[src/rtl/alu_pkg.sv]
// Shared definitions for the alu_seq datapath: opcodes, FSM states and the
// opcode classification helper. The optional divider is selected by the
// ALU_SEQ_DIV_EN macro; without it opcode 110 behaves as reserved.
package alu_pkg;

  localparam logic [2:0] OP_ADD = 3'b000;
  localparam logic [2:0] OP_SUB = 3'b001;
  localparam logic [2:0] OP_MUL = 3'b010;
  localparam logic [2:0] OP_AND = 3'b011;
  localparam logic [2:0] OP_OR  = 3'b100;
  localparam logic [2:0] OP_XOR = 3'b101;
  localparam logic [2:0] OP_DIV = 3'b110;
  localparam logic [2:0] OP_RSV = 3'b111;

  typedef enum logic [1:0] {
    ST_IDLE = 2'd0,
    ST_BUSY = 2'd1,
    ST_DONE = 2'd2
  } state_t;

  // True for opcodes that run through the iterative unit.
  function automatic logic is_multicycle(input logic [2:0] op);
`ifdef ALU_SEQ_DIV_EN
    return (op == OP_MUL) || (op == OP_DIV);
`else
    return (op == OP_MUL);
`endif
  endfunction

endpackage

[src/rtl/alu_iter_unit.sv]
// W-step iterative unit: shift-add multiplier and, when ALU_SEQ_DIV_EN is
// defined, a restoring divider sharing the same 2W-bit working register.
// done is asserted during the cycle whose closing edge completes step W;
// result is the value the working register takes at that edge.
module alu_iter_unit
  import alu_pkg::*;
#(
  parameter int W = 4
) (
  input  logic           clk,
  input  logic           rst,
  input  logic           start,
  input  logic [2:0]     op,
  input  logic [W-1:0]   a,
  input  logic [W-1:0]   b,
  output logic           done,
  output logic [2*W-1:0] result
);

  localparam int CW = $clog2(W + 1);

  logic           busy;
  logic [CW-1:0]  cnt;
  // MUL: {partial high, remaining multiplier bits}; DIV: {remainder, quotient}.
  logic [2*W-1:0] work;
  // MUL: multiplicand; DIV: divisor.
  logic [W-1:0]   opnd;
  logic [W:0]     mul_sum;
  logic [2*W-1:0] step;

`ifdef ALU_SEQ_DIV_EN
  logic           is_div;
  logic [W:0]     shifted;
  logic [W-1:0]   diff;
`else
  logic           unused_in;
  assign unused_in = ^{op, b};
`endif

  // One multiply or divide step computed from the current working register.
  always_comb begin
    mul_sum = {1'b0, work[2*W-1:W]} + (work[0] ? {1'b0, opnd} : {(W+1){1'b0}});
    step    = {mul_sum, work[W-1:1]};
`ifdef ALU_SEQ_DIV_EN
    shifted = {work[2*W-1:W], work[W-1]};
    diff    = shifted[W-1:0] - opnd;
    if (is_div) begin
      // Remainder stays below the divisor, so the low W bits are exact.
      if (shifted >= {1'b0, opnd}) step = {diff, work[W-2:0], 1'b1};
      else                         step = {shifted[W-1:0], work[W-2:0], 1'b0};
    end
`endif
  end

  assign done   = busy && (cnt == CW'(W - 1));
  assign result = step;

  // Load operands on start, then advance one step per cycle until done.
  always_ff @(posedge clk or posedge rst) begin
    if (rst) begin
      busy <= 1'b0;
      cnt  <= '0;
      work <= '0;
      opnd <= '0;
`ifdef ALU_SEQ_DIV_EN
      is_div <= 1'b0;
`endif
    end else if (start) begin
      busy <= 1'b1;
      cnt  <= '0;
`ifdef ALU_SEQ_DIV_EN
      is_div <= (op == OP_DIV);
      if (op == OP_DIV) begin
        opnd <= b;
        work <= {{W{1'b0}}, a};
      end else begin
        opnd <= a;
        work <= {{W{1'b0}}, b};
      end
`else
      opnd <= a;
      work <= {{W{1'b0}}, b};
`endif
    end else if (busy) begin
      work <= step;
      cnt  <= cnt + 1'b1;
      if (done) busy <= 1'b0;
    end
  end

endmodule

[src/rtl/alu_seq.sv]
// Handshaked ALU: single-cycle ADD/SUB/logic ops plus iterative MUL (and DIV
// when ALU_SEQ_DIV_EN is defined). Handshake: an operation is accepted on an
// edge where in_valid && in_ready; a result is consumed on an edge where
// out_valid && out_ready; out/cout/err hold steady while out_valid is high.
module alu_seq
  import alu_pkg::*;
#(
  parameter int W = 4
) (
  input  logic           clk,
  input  logic           rst,
  input  logic           in_valid,
  output logic           in_ready,
  input  logic [W-1:0]   A,
  input  logic [W-1:0]   B,
  input  logic [2:0]     Sel,
  output logic           out_valid,
  input  logic           out_ready,
  output logic [2*W-1:0] out,
  output logic           cout,
  output logic           err
);

  state_t         state;
  logic           accept;
  logic           iter_start;
  logic           iter_done;
  logic [2*W-1:0] iter_result;

  logic [2*W-1:0] sc_out;
  logic           sc_cout;
  logic           sc_err;
  logic [W:0]     sum_w;
  logic [W:0]     diff_w;

`ifdef ALU_SEQ_DIV_EN
  logic           div_zero;
`endif

  assign in_ready   = (state == ST_IDLE);
  assign out_valid  = (state == ST_DONE);
  assign accept     = in_valid && (state == ST_IDLE);
  assign iter_start = accept && is_multicycle(Sel);

  alu_iter_unit #(.W(W)) u_iter (
    .clk    (clk),
    .rst    (rst),
    .start  (iter_start),
    .op     (Sel),
    .a      (A),
    .b      (B),
    .done   (iter_done),
    .result (iter_result)
  );

  // Single-cycle result; opcode 110 without the divider and 111 are reserved.
  always_comb begin
    sc_out  = '0;
    sc_cout = 1'b0;
    sc_err  = 1'b0;
    sum_w   = {1'b0, A} + {1'b0, B};
    diff_w  = {1'b0, A} - {1'b0, B};
    case (Sel)
      OP_ADD: begin
        sc_out  = {{W{1'b0}}, sum_w[W-1:0]};
        sc_cout = sum_w[W];
      end
      OP_SUB: begin
        sc_out  = {{W{1'b0}}, diff_w[W-1:0]};
        sc_cout = diff_w[W];
      end
      OP_AND:  sc_out = {{W{1'b0}}, A & B};
      OP_OR:   sc_out = {{W{1'b0}}, A | B};
      OP_XOR:  sc_out = {{W{1'b0}}, A ^ B};
      default: sc_err = 1'b1;
    endcase
  end

  // Control FSM and result registers.
  always_ff @(posedge clk or posedge rst) begin
    if (rst) begin
      state <= ST_IDLE;
      out   <= '0;
      cout  <= 1'b0;
      err   <= 1'b0;
`ifdef ALU_SEQ_DIV_EN
      div_zero <= 1'b0;
`endif
    end else begin
      case (state)
        ST_IDLE: begin
          if (in_valid) begin
            if (is_multicycle(Sel)) begin
              state <= ST_BUSY;
`ifdef ALU_SEQ_DIV_EN
              div_zero <= (Sel == OP_DIV) && (B == '0);
`endif
            end else begin
              state <= ST_DONE;
              out   <= sc_out;
              cout  <= sc_cout;
              err   <= sc_err;
            end
          end
        end
        ST_BUSY: begin
          if (iter_done) begin
            state <= ST_DONE;
            out   <= iter_result;
            cout  <= 1'b0;
`ifdef ALU_SEQ_DIV_EN
            err   <= div_zero;
`else
            err   <= 1'b0;
`endif
          end
        end
        ST_DONE: begin
          if (out_ready) state <= ST_IDLE;
        end
        default: state <= ST_IDLE;
      endcase
    end
  end

endmodule

[config.mk]
export PLATFORM = sky130hd
export DESIGN_NAME = alu_seq
export DESIGN_NICKNAME = d
export VERILOG_FILES = /design/src/rtl/alu_pkg.sv /design/src/rtl/alu_iter_unit.sv /design/src/rtl/alu_seq.sv
export SDC_FILE = /design/constraint.sdc
export NUM_CORES = 1
export LEC_CHECK = 0
export BUFFER_PORTS_ARGS = -buffer_cell sky130_fd_sc_hd__buf_2
export CORE_MARGIN = 5
export CORE_UTILIZATION = 37
export DETAILED_ROUTE_END_ITERATION = 6
export SLEW_MARGIN = 20
export SYNTH_ARGS = -nofsm -noshare
export SYNTH_HDL_FRONTEND = slang
export SYNTH_SLANG_ARGS = --single-unit
[constraint.sdc]
create_clock -name clk -period 2.6 [get_ports clk]
set_input_delay 0.13 -clock clk [delete_from_list [all_inputs] [get_ports clk]]
set_output_delay 0.13 -clock clk [all_outputs]
set_load 0.01 [all_outputs]
==> summary.txt <==
Placement
  • Placed instance count: 294
  • Post-DP HPWL: 3130 um
  • Placed cell areas: 2100 um2
  • Gpl congestion: 0.772
  • IO Port Bufs: 26

Final layout
  • Final instance area: 2180 um2
  • Post-Layout Cell Count: 299
  • Layout area overhead: 12.5%
  • Fill cell count: 536
  • Ant diodes: 0
  • Post-layout nets: 266
  • Proportion of layout cells with a drive suffix above 1: 17.5%

Logic synthesis
  • Post-synth cell types: 42
  • Syn_nets: 241
  • Most frequent cell after synthesis: dfrtp_1
  • Post-synth EDFFs: 0
  • Top-area cell type share of the netlist area: 36.2%
  • Ys flop type: dfrtp_1
  • Register bit count reported by yosys: 28
  • Async set or reset register ratio after synthesis: 100%
  • Largest area contributor in the synthesized netlist: dfrtp_1
  • Synth area leaders: dfrtp_1, ha_1, mux2i_1, inv_1, nor2_1
  • Sequential element share of the synthesized area: 36.2%
  • Synth Instances: 205
  • Synth warn: 0
  • Syn_area_per_cell: 9.45 um2
  • Synthesized area: 1940 um2
  • Most frequent cells after synthesis: dfrtp_1, inv_1, nor2_1, ha_1

Global route
  • Largest net degree at the start of global routing: 29
  • Initial antenna violation count: 0
  • Vias in the first global route: 1,455
  • Total GRT Usage: 12.7%
  • Gr ovfl total: 0
  • First-pass GRT wire length: 6820 um

Clock tree
  • Resize count post-CTS: 0
  • Clock Pin Slew Worst Setup and Hold Paths: 100 ps
  • CTS H-tree depth: 1
  • CTS root buffer: clkbuf_8
  • Setup bufs post-CTS: 0
  • Cts hold-fix bufs: 1
  • Max clock buf depth: 2
  • TritonCTS clock tree: done
  • Clock Latency Late Sink: 270 ps
  • TritonCTS buffer count: 3
  • Sink Count: 28

Routing
  • Via Count: 1,442
  • Post-DRT Antenna Nets: 0
  • DR WL/cell: 13.6 um
  • Vias per cell: 4.82
  • Initial DRC Count: 59
  • Drt first pass iters: 4
  • Final wirelength: 4060 um
  • DRC viols: 0

Worst hold path
  • Hold Path Cell Cnt: 2
  • Min-delay worst type: in2reg

Timing
  • Unrepaired setup endpoints after global routing: no
  • Setup violators final: 0
  • Fmax: 0.564 GHz
  • Tmin final: 1770 ps
  • Slew Viols, Final: 0
  • Clk_skew: 4.99 ps
  • Rel. slew slack: 62.3%
  • Worst slew pin tran: 564 ps
  • Fin crit share: 68.1%
  • Total negative setup slack: 0 ps
  • Final hold violations: 0

Run
  • Max-Cap Viols: 0

Pwr
  • Tot Pwr: 1.86 mW
  • VDD IR max: 352 uV
  • Pwr dens: 852 nW/um2
  • Cell leakage power: 1.11 nW

Critical path
  • Max incr delay on CP: 390 ps
  • CP required: 2760 ps
  • Worst reg2reg path depth: 5
  • Crit-path max FO: 11
  • CP arrival: 1930 ps
  • Crit-path most repeated cell: ha_1
  • CP Cell Sequence: ha_1, ha_1, nand3_1, a21o_1, a221o_1
  • Crit path kind: reg2reg
  • Worst-path cell with the longest stage delay: dfrtp_1
  • CP Capture Type: flop
  • CP Launch Type: flop

Floorplan
  • Die Y-Extent: 82.4 um
  • Die Footprint: 6790 um2
  • Num ports: 27
  • Starting Density: 37.9%
  • Core outline area: 5110 um2
  • Die width: 82.4 um
  • FP Rows: 26

Outcome
  • Status: finished, final reports clean
critical path, delay by kind of cell (launching register included):
| family | cells | cell delay (ps) |
|---|---|---|
| AO/OA/AOI/OAI | 2 | 730 |
| adder cells (fa/ha/maj) | 2 | 420 |
| flip-flops | 1 | 390 |
| AND/OR/NAND/NOR | 1 | 130 |
cells by family (layout without fill, tap and decap cells):
logic type	Yosys count	count (layout)	share of synthesized area, %
multiplexers	13	13	6.97
AO/OA/AOI/OAI	48	48	15.9
adder cells (fa/ha/maj)	21	21	14.7
XOR/XNOR	6	6	2.71
flip-flops	28	28	36.2
buffers and inverters	33	57	8.52
AND/OR/NAND/NOR	56	56	15.0
power by group:
group | internal [mW] | switching, mW
clock | 0.206 | 0.133
combinational | 0.366 | 0.419
sequential | 0.611 | 0.124
total | 1.18 | 0.676
cell type report:
type | count | area, um2 | area share [%]
Clock buffer | 3 | 41.3 | 1.89
Clock inverter | 1 | 30.0 | 1.38
Inverter | 23 | 86.3 | 3.96
Multi-Input combinational cell | 144 | 1070 | 49.2
Sequential cell | 28 | 701 | 32.1
Tap cell | 70 | 87.6 | 4.02
Timing Repair Buffer | 30 | 163 | 7.46
flip-flops by register name, summed over array words and instances, names as in the netlist:
register	count
u_iter.work	8
out	8
state	2
u_iter.cnt	3
cout	1
err	1
u_iter.busy	1
u_iter.opnd	4
through the flow:
| stage | hold WS (ps) | setup slack, ps | utilization [%] |
|---|---|---|---|
| after floorplan | 195 | 979 | - |
| after global placement | 216 | 800 | 41.1 |
| after detailed placement | 213 | 765 | 41.1 |
| after CTS | 45.4 | 824 | 42.7 |
| after global routing | 44.3 | 703 | 42.7 |
| final | 50.2 | 828 | 42.7 |
cells in the final DEF (no fill, tap or decap), drive strengths merged, types with 7 or more instances in the layout:
| cell type | instances |
|---|---|
| o21ai | 15 |
| a21o | 7 |
| ha | 18 |
| a21oi | 11 |
| buf | 29 |
| dfrtp | 28 |
| inv | 23 |
| nor2 | 20 |
| nand2 | 15 |
| mux2i | 9 |
routing by layer:
metal | part of all wire, % | up-vias | track usage, %
li1 | - | 741 | -
met1 | 50 | 684 | 17.7
met2 | 46 | 15 | 21.2
met3 | 3.0 | 2 | 1.52
met4 | 0.86 | 0 | 2.49
met5 | 0 | - | 0
worst paths after layout:
check	slack, ps	start	to
min in group asynchronous	460	rst	u_iter.cnt[1]
worst max-delay path	830	u_iter.cnt[0]	out[3]
max in group asynchronous	1870	rst	u_iter.work[0]
worst min-delay path	50	out_ready	state[1]
worst min register to register	480	err	err
worst max register to register	830	u_iter.cnt[0]	out[3]
No activity file was read; power rests on OpenSTA's default activity.
